File: config.mk
export PLATFORM = sky130hd
export DESIGN_NAME = axis_pkt_gen
export DESIGN_NICKNAME = d
export VERILOG_FILES = /design/src/rtl/axis_pkt_gen_pkg.sv /design/src/rtl/axis_pkt_gen.sv
export SDC_FILE = /design/constraint.sdc
export NUM_CORES = 1
export LEC_CHECK = 0
export ABC_AREA = 1
export ABC_CLOCK_PERIOD_IN_PS = 3810
export CORE_ASPECT_RATIO = 1.2
export CORE_MARGIN = 5
export CORE_UTILIZATION = 40
export DETAILED_ROUTE_END_ITERATION = 10
export GPL_ROUTABILITY_DRIVEN = 0
export SYNTH_ARGS = -nofsm -noshare
export SYNTH_HDL_FRONTEND = slang
export SYNTH_SLANG_ARGS = --single-unit
File: constraint.sdc
create_clock -name aclk -period 3.81 [get_ports aclk]
set_input_delay 0.381 -clock aclk [delete_from_list [all_inputs] [get_ports aclk]]
set_output_delay 0.381 -clock aclk [all_outputs]
set_load 0.05 [all_outputs]
File: src/rtl/axis_pkt_gen_pkg.sv
// Shared types for the AXI4-Stream test packet generator.
package axis_pkt_gen_pkg;

    // Run-level phases: waiting for start, streaming beats, idling between packets.
    typedef enum logic [1:0] {
        ST_IDLE = 2'd0,
        ST_SEND = 2'd1,
        ST_GAP  = 2'd2
    } state_t;

endpackage

File: src/rtl/axis_pkt_gen.sv
// AXI4-Stream master that emits runs of incrementing-pattern test packets.
// Every stream output is a register; tvalid is never a function of tready.
module axis_pkt_gen
    import axis_pkt_gen_pkg::*;
#(
    parameter int DATA_W = 32,
    parameter int ID_W   = 2,
    parameter int DEST_W = 4,
    parameter int USER_W = 8,
    parameter int LEN_W  = 16,
    parameter int CNT_W  = 16,
    parameter int GAP_W  = 8
) (
    input  logic                  aclk,
    input  logic                  aresetn,
    input  logic                  start,
    input  logic                  stop,
    input  logic [LEN_W-1:0]      cfg_len,
    input  logic [CNT_W-1:0]      cfg_count,
    input  logic [GAP_W-1:0]      cfg_gap,
    input  logic [DATA_W-1:0]     cfg_seed,
    input  logic [ID_W-1:0]       cfg_id,
    input  logic [DEST_W-1:0]     cfg_dest,
    output logic                  busy,
    output logic                  done,
    output logic [CNT_W-1:0]      pkt_cnt,
    output logic                  m_axis_tvalid,
    input  logic                  m_axis_tready,
    output logic [DATA_W-1:0]     m_axis_tdata,
    output logic [DATA_W/8-1:0]   m_axis_tstrb,
    output logic [DATA_W/8-1:0]   m_axis_tkeep,
    output logic                  m_axis_tlast,
    output logic [ID_W-1:0]       m_axis_tid,
    output logic [DEST_W-1:0]     m_axis_tdest,
    output logic [USER_W-1:0]     m_axis_tuser
);

    state_t state, state_next;

    logic [LEN_W-1:0]  len_r, len_d, beat_cnt, beat_d, beat_inc, len_m1, eff_len;
    logic [CNT_W-1:0]  count_r, count_d, pkt_cnt_d;
    logic [GAP_W-1:0]  gap_r, gap_d, gap_cnt, gap_cnt_d;
    logic              stop_pend, stop_pend_d, stop_now;
    logic              hs, last_hs, final_pkt, start_ok;
    logic              tvalid_d, tlast_d, done_d, busy_d;
    logic [DATA_W-1:0] tdata_d;
    logic [ID_W-1:0]   tid_d;
    logic [DEST_W-1:0] tdest_d;
    logic [USER_W-1:0] tuser_d;

    assign m_axis_tstrb = '1;
    assign m_axis_tkeep = '1;

    assign eff_len   = (cfg_len == '0) ? LEN_W'(1) : cfg_len;
    assign len_m1    = len_r - 1'b1;
    assign beat_inc  = beat_cnt + 1'b1;
    assign hs        = m_axis_tvalid & m_axis_tready;
    assign last_hs   = hs & m_axis_tlast;
    assign stop_now  = stop_pend | stop;
    assign start_ok  = start & ~stop;
    assign final_pkt = (count_r != '0) && ((pkt_cnt + CNT_W'(1)) == count_r);

    // State register; reset returns to idle so tvalid drops without waiting for a clock.
    always_ff @(posedge aclk or negedge aresetn) begin
        if (!aresetn) state <= ST_IDLE;
        else          state <= state_next;
    end

    // Phase transitions: packets only end on a last-beat handshake; a pending stop ends the run there or in a gap.
    always_comb begin
        state_next = state;
        case (state)
            ST_IDLE: if (start_ok) state_next = ST_SEND;
            ST_SEND: begin
                if (last_hs) begin
                    if (final_pkt || stop_now) state_next = ST_IDLE;
                    else if (gap_r != '0)      state_next = ST_GAP;
                    else                       state_next = ST_SEND;
                end
            end
            ST_GAP: begin
                if (stop_now)                 state_next = ST_IDLE;
                else if (gap_cnt == GAP_W'(1)) state_next = ST_SEND;
            end
            default: state_next = ST_IDLE;
        endcase
    end

    // Next values of the registered outputs and counters; the first SEND cycle after start only raises tvalid.
    always_comb begin
        len_d       = len_r;
        count_d     = count_r;
        gap_d       = gap_r;
        gap_cnt_d   = gap_cnt;
        beat_d      = beat_cnt;
        pkt_cnt_d   = pkt_cnt;
        stop_pend_d = stop_pend;
        tvalid_d    = m_axis_tvalid;
        tlast_d     = m_axis_tlast;
        tdata_d     = m_axis_tdata;
        tid_d       = m_axis_tid;
        tdest_d     = m_axis_tdest;
        tuser_d     = m_axis_tuser;
        done_d      = 1'b0;
        busy_d      = (state_next != ST_IDLE);
        case (state)
            ST_IDLE: begin
                if (start_ok) begin
                    len_d       = eff_len;
                    count_d     = cfg_count;
                    gap_d       = cfg_gap;
                    tid_d       = cfg_id;
                    tdest_d     = cfg_dest;
                    tdata_d     = cfg_seed;
                    beat_d      = '0;
                    tlast_d     = (eff_len == LEN_W'(1));
                    tuser_d     = '0;
                    pkt_cnt_d   = '0;
                    stop_pend_d = 1'b0;
                    tvalid_d    = 1'b0;
                end
            end
            ST_SEND: begin
                stop_pend_d = stop_now;
                if (!m_axis_tvalid) begin
                    tvalid_d = 1'b1;
                end else if (hs) begin
                    tdata_d = m_axis_tdata + 1'b1;
                    if (m_axis_tlast) begin
                        beat_d    = '0;
                        tlast_d   = (len_r == LEN_W'(1));
                        tuser_d   = m_axis_tuser + 1'b1;
                        if (pkt_cnt != '1) pkt_cnt_d = pkt_cnt + 1'b1;
                        gap_cnt_d = gap_r;
                        tvalid_d  = (state_next == ST_SEND);
                        done_d    = (state_next == ST_IDLE);
                    end else begin
                        beat_d  = beat_inc;
                        tlast_d = (beat_inc == len_m1);
                    end
                end
            end
            ST_GAP: begin
                stop_pend_d = stop_now;
                gap_cnt_d   = gap_cnt - 1'b1;
                tvalid_d    = (state_next == ST_SEND);
                done_d      = (state_next == ST_IDLE);
            end
            default: begin
                tvalid_d = 1'b0;
            end
        endcase
    end

    // Datapath and output registers.
    always_ff @(posedge aclk or negedge aresetn) begin
        if (!aresetn) begin
            len_r         <= LEN_W'(1);
            count_r       <= '0;
            gap_r         <= '0;
            gap_cnt       <= '0;
            beat_cnt      <= '0;
            pkt_cnt       <= '0;
            stop_pend     <= 1'b0;
            m_axis_tvalid <= 1'b0;
            m_axis_tlast  <= 1'b0;
            m_axis_tdata  <= '0;
            m_axis_tid    <= '0;
            m_axis_tdest  <= '0;
            m_axis_tuser  <= '0;
            done          <= 1'b0;
            busy          <= 1'b0;
        end else begin
            len_r         <= len_d;
            count_r       <= count_d;
            gap_r         <= gap_d;
            gap_cnt       <= gap_cnt_d;
            beat_cnt      <= beat_d;
            pkt_cnt       <= pkt_cnt_d;
            stop_pend     <= stop_pend_d;
            m_axis_tvalid <= tvalid_d;
            m_axis_tlast  <= tlast_d;
            m_axis_tdata  <= tdata_d;
            m_axis_tid    <= tid_d;
            m_axis_tdest  <= tdest_d;
            m_axis_tuser  <= tuser_d;
            done          <= done_d;
            busy          <= busy_d;
        end
    end

endmodule

; ---- Word level (Yosys, flattened, before mapping)
; Index checks and enable logic that the tools add are counted.
[op_classes]
addsub = 6
eq_ne = 14
mux = 46
bitwise = 5
n_reduce_logical = 18
[ops]
columns = cell, n
row1 = 16-bit 2-to-1 mux, 9
row2 = 32-bit 2-to-1 mux, 3
row3 = 16-bit case mux with 2 select lines, 2
row4 = 32-bit case mux with 2 select lines, 1
row5 = 8-bit 2-to-1 mux, 7
row6 = "16-bit by 1-bit adder with 16-bit output, second input constant", 2
row7 = "32-bit by 1-bit adder with 32-bit output, second input constant", 1
row8 = "16-bit by 1-bit equality test with 1-bit output, second input constant", 2
row9 = 16-bit equality test, 2
row10 = 8-bit case mux with 2 select lines, 2
row11 = 16-bit zero test, 1
row12 = "16-bit inequality test, second input constant", 1
row13 = 16-bit nonzero test, 1
row14 = "16-bit by 1-bit subtractor with 16-bit output, second input constant", 1
row15 = 2-bit 2-to-1 mux, 6
row16 = 1-bit 2-to-1 mux, 11
row17 = "2-bit inequality test, second input constant", 5
row18 = "8-bit by 1-bit adder with 8-bit output, second input constant", 1
row19 = "8-bit by 1-bit equality test with 1-bit output, second input constant", 1
row20 = 4-bit AND reduction, 2
row21 = 2-bit nonzero test, 4
row22 = 8-bit nonzero test, 1
row23 = "8-bit by 1-bit subtractor with 8-bit output, second input constant", 1
row24 = 1-bit case mux with 2 select lines, 3
row25 = other kinds (14), 19
[totals]
regBits = 133
elab_cells = 105
in_bits = 83

; ---- Depth between registers and ports, before layout
[depth]
depth_word = 12
depth_mapped = 20
ltp_nobuf = 20

; ---- Least setup slack after synthesis
; No wires, ideal clock.
[synth_path]
path_type = reg2reg
startpoint = register m_axis_tdata[0]
endpoint = register m_axis_tdata[30]
path_stages_with_launch = 14
slack_ns = 1.428
arrival_ns = 2.250
path_buffers = 0
path_cell_list = dfrtp_1 > ha_1 > nand2_1 > nor3_2 > inv_2 > nor2_4 > nand3_2 > nor2_4 > nand2_2 > nor2_4 > nand4_1 > xor2_1 > nor2_1 > o22ai_1
[synth_between]
elab_chain_cells = 4
[synth_rtl]
columns = item, line_no
row1 = start: declaration, axis_pkt_gen.sv:29  ; output logic [DATA_W-1:0] m_axis_tdata,
row2 = start signal: assignment, axis_pkt_gen.sv:183  ; m_axis_tdata <= tdata_d;
row3 = 32-bit by 1-bit adder with 32-bit output, axis_pkt_gen.sv:128  ; tdata_d = m_axis_tdata + 1'b1;
row4 = 32-bit 2-to-1 mux, axis_pkt_gen.sv:127  ; end else if (hs) begin
row5 = 32-bit 2-to-1 mux, axis_pkt_gen.sv:125  ; if (!m_axis_tvalid) begin
row6 = 32-bit case mux with 2 select lines, axis_pkt_gen.sv:106  ; case (state)
; Every way passes these cells. The select of a mux whose other input is x is not followed.
; A chain may end at the register's enable or synchronous reset.

; ---- Worst setup path in the final report
[layout_path]
startpoint = register state[0]
endpoint = register m_axis_tdata[6]
[layout_between]
elab_chain_cells = 3
elab_cells_between_ends = 8
classes_between = eq/ne (4) / mux (1) / reduce/logical (3)
[layout_rtl]
columns = item, line_no
row1 = start: declaration, axis_pkt_gen.sv:38  ; state_t state, state_next;
row2 = start signal: assignment, axis_pkt_gen.sv:66  ; else state <= state_next;
row3 = 2-bit by 1-bit equality test with 1-bit output or 2-bit zero test (tied branches), axis_pkt_gen.sv:106
row4 = 2-bit inequality test (no line) or 2-bit nonzero test (tied branches), --
row5 = 4-bit AND reduction (no line), --
; Parallel ways exist; a longest one is shown, timed or not.

==> impl_metrics.tcl <==
set metrics [dict create \
    p_clk_share_pct 23.2 \
    critical-path-slowest-cell "buf_4" \
    final.period_utilization_pct 70.5 \
    regArea_sq_um 3330 \
    synthTopCellsByArea "dfrtp_1 41%, nand2_1 13%, o21ai_0 6.6%" \
    cts_resized 0 \
    peakVddDrop_v 0.000415 \
    critPathLaunch "state[0]" \
    setup_viol 0 \
    rows 57 \
    clock_latency_ns 0.42 \
    die_area_sq_um 23300 \
    postLayoutCellArea_sq_um 10600 \
    syn_inst 1117 \
    grt_usage_pct 19.9 \
    p_sw_share_pct 45.5 \
    period_needed_ns 2.69 \
    initial_core_util_pct 40.4 \
    dr.pass1.iters 5 \
    multi_input_area_sq_um 4140 \
    synth_edf_count 0 \
    drtIter0Drc 384 \
    max_slew_margin_pct 42.8 \
    antenna_found_initial 0 \
    wirelength_mm 22.9 \
    crit_chain "inv_1 -> ha_1 -> nand2_1 -> nand2_1 -> nor2_1 -> inv_1 -> nand2_2 -> buf_4 -> inv_1 -> a21oi_1 -> a2bb2oi_1" \
    routedWlPerCell_microns 14.9 \
    ys.flop_type "dfrtp_1" \
    io_buffers 148 \
    finalClockSkew_ns 0.0131 \
    cts_buffer_depth 2 \
    htree_num_levels 4 \
    max_freq_mhz 372 \
    avgViaCountPerCell 5.02 \
    critPathBufInv 4 \
    synthAdderAreaFrac_pct 1.84 \
    cpMostUsedCell "inv_1" \
    power.share.sequential_pct 28.9 \
    clkSinkCount 133 \
    drive_above_1_share_pct 6.07 \
    area_growth_pct 29.5 \
    path_depth 11 \
    run_status "finished clean" \
    synthMuxAreaShare_pct 0 \
    yosys_register_bits 133 \
    post-synth-top-count-cell "nand2_1" \
    avgSynthCellArea_sq_um 7.30 \
    grt_pass1_vias 7529 \
    synth_top_cell_area_share_pct 40.5 \
    synth-compound-area-share_pct 13.0 \
    end_kind "flip-flop" \
    cp_slowest_stage_delay_ns 0.53 \
    die_w_microns 140 \
    worst-r2r-cell-count 11 \
    drv_slew 0 \
    cts_tree "yes" \
    min_path_type "input port to asynchronous set/reset pin" \
    p_sw_mw 3.81 \
    ant_nets 0 \
    dp_slack_ns 0.886 \
    grt_pass1_wl_mm 38.0 \
    synth.yosys.warnings 0 \
    nFillCells 1960 \
    cp_top_family "buffers and inverters" \
    vias 7707 \
    combPwrFrac_pct 47.8 \
    fin_tns_setup_ns 0 \
    yosysUniqueCellTypes 46 \
    p_int_mw 4.56 \
    tightest_slew_ns 0.858 \
    dp_hpwl_mm 16.8 \
    power_density_nw_per_um2 793 \
    root_buffer "clkbuf_16" \
    postCtsSetupBuffers 0 \
    cap_violations 0 \
    crit_type "flip-flop to flip-flop" \
    synth_xor_area_share_pct 5.93 \
    arrival_ns 3.02 \
    ys_async_sr_fraction_pct 100 \
    hold_viol 0 \
    critPathLaunchType "flip-flop" \
    cp_max_fo 68 \
    rr_startpoint "state[0]" \
    synth_simple_gate_area_share_pct 29.5 \
    required_ns 4.14 \
    setup_ws_ns 1.12 \
    placed_cell_area_sq_um 9860 \
    grt-ovfl-total 0 \
    synth_top_family_by_area "simple AND/OR/NAND/NOR gates" \
    leakage_nw 4.69 \
    drc 0 \
    synth_area_sq_um 8150 \
    cts.reportedPaths.clkPinSlew_ns 0.06 \
    final_nets 1352 \
    ys_seq_area_share_pct 40.9 \
    io_pins 157 \
    chipHeight_microns 166 \
    ys_top_cells_by_count "275 x nand2_1, 139 x inv_1, 132 x dfrtp_1" \
    yosys.area.top_type "dfrtp_1" \
    rsz0062_at_grt "no" \
    cts_hold_buf 0 \
    core-area_sq_um 20200 \
    grt_max_degree 91 \
    cts_buffers 17 \
    num_antenna_cells 0 \
]
==> cell usage in the layout (no fill, tap or decap), types with 2 or more instances in the layout <==
master / n
a21oi_1: 23
a31oi_1: 3
buf_4: 6
bufinv_16: 7
clkbuf_16: 17
clkdlybuf4s50_1: 147
clkinvlp_4: 4
conb_1: 8
dfrtp_1: 132
ha_1: 11
inv_1: 139
inv_2: 4
nand2_1: 275
nand2_2: 5
nand3_1: 69
nand3_2: 5
nand3b_1: 3
nand4_1: 16
nor2_1: 118
nor2_2: 6
nor2_4: 7
nor3_1: 21
nor3_4: 2
nor3b_1: 3
nor4_1: 7
nor4_2: 2
o211ai_1: 4
o21ai_0: 108
o21ai_1: 4
o21ai_2: 2
o22ai_1: 38
o31ai_1: 3
or2_2: 2
xnor2_1: 7
xnor3_1: 2
xor2_1: 43
==> flip-flops by register name (all words and copies together) (netlist names), 2 cells and up <==
signal and cells:
m_axis_tdest 4, pkt_cnt 16, m_axis_tid 2, count_r 16, len_r 16, gap_r 8
gap_cnt 8, m_axis_tuser 8, state 2, beat_cnt 16, m_axis_tdata 32
==> worst paths after layout <==
path	slack (ns)	to
setup / recovery	1.12	m_axis_tdata[6]
hold / removal	0.05	m_axis_tdata[15]
setup reg to reg	1.12	m_axis_tdata[6]
hold reg to reg	0.47	m_axis_tid[1]
max in group asynchronous	2.83	len_r[0]
min in group aclk	0.47	m_axis_tid[1]
==> area by class of cell <==
cell class                      count  area share, %
Clock buffer                       18           4.16
Clock inverter                     13           2.41
Inverter                          143           5.09
Multi-Input combinational cell    808           39.2
Sequential cell                   133           31.5
Tap cell                          265           3.14
Timing Repair Buffer              154           14.5
==> power groups by stage <==
stage / logic, mW / clock network [mW] / registers, mW
5_1_grt: 4.42 / 2.06 / 2.51
4_1_cts: 4.04 / 1.99 / 2.43
2_1_floorplan: 2.05 / 0 / 3.16
3_3_place_gp: 3.98 / 0 / 2.44
6_report: 4.00 / 1.94 / 2.42
3_5_place_dp: 4.02 / 0 / 2.45
==> cells by family (layout without fill, tap and decap cells) <==
kind of cell | count (synthesis) | after routing
xor+xnor | 52 | 52
flops | 133 | 133
compound gates | 192 | 192
fa+ha+maj | 12 | 12
simple gates | 544 | 544
buf+inv | 183 | 328
other cells | 1 | 8
==> through the flow <==
step           hold slack, ns  utilization, %  power (mW)  instances
2_1_floorplan          0.0854               -        5.21       1124
3_3_place_gp            0.455            48.9        6.42       1503
3_5_place_dp            0.458            48.9        6.46       1503
4_1_cts                0.0729            52.3        8.45       1534
5_1_grt                 0.124            52.3        8.98       1534
6_report               0.0491            52.3        8.37       1534
==> routing by layer <==
| metal | part of all wire [%] | track usage (%) | vias to the layer above |
|---|---|---|---|
| li1 | - | - | 3907 |
| met1 | 43 | 25.2 | 3607 |
| met2 | 50 | 34.4 | 167 |
| met3 | 4.8 | 3.83 | 26 |
| met4 | 1.9 | 5.73 | 0 |
| met5 | 0 | 0 | - |
==> worst register-to-register path: cells and delay by family, from the launching register on <==
kind / cells / cell delay [ns]
compound gates: 2 / 0.41
fa+ha+maj: 1 / 0.23
buf+inv: 4 / 1.18
flops: 1 / 0.41
simple gates: 4 / 0.37
Power figures use the tool's default switching activity.
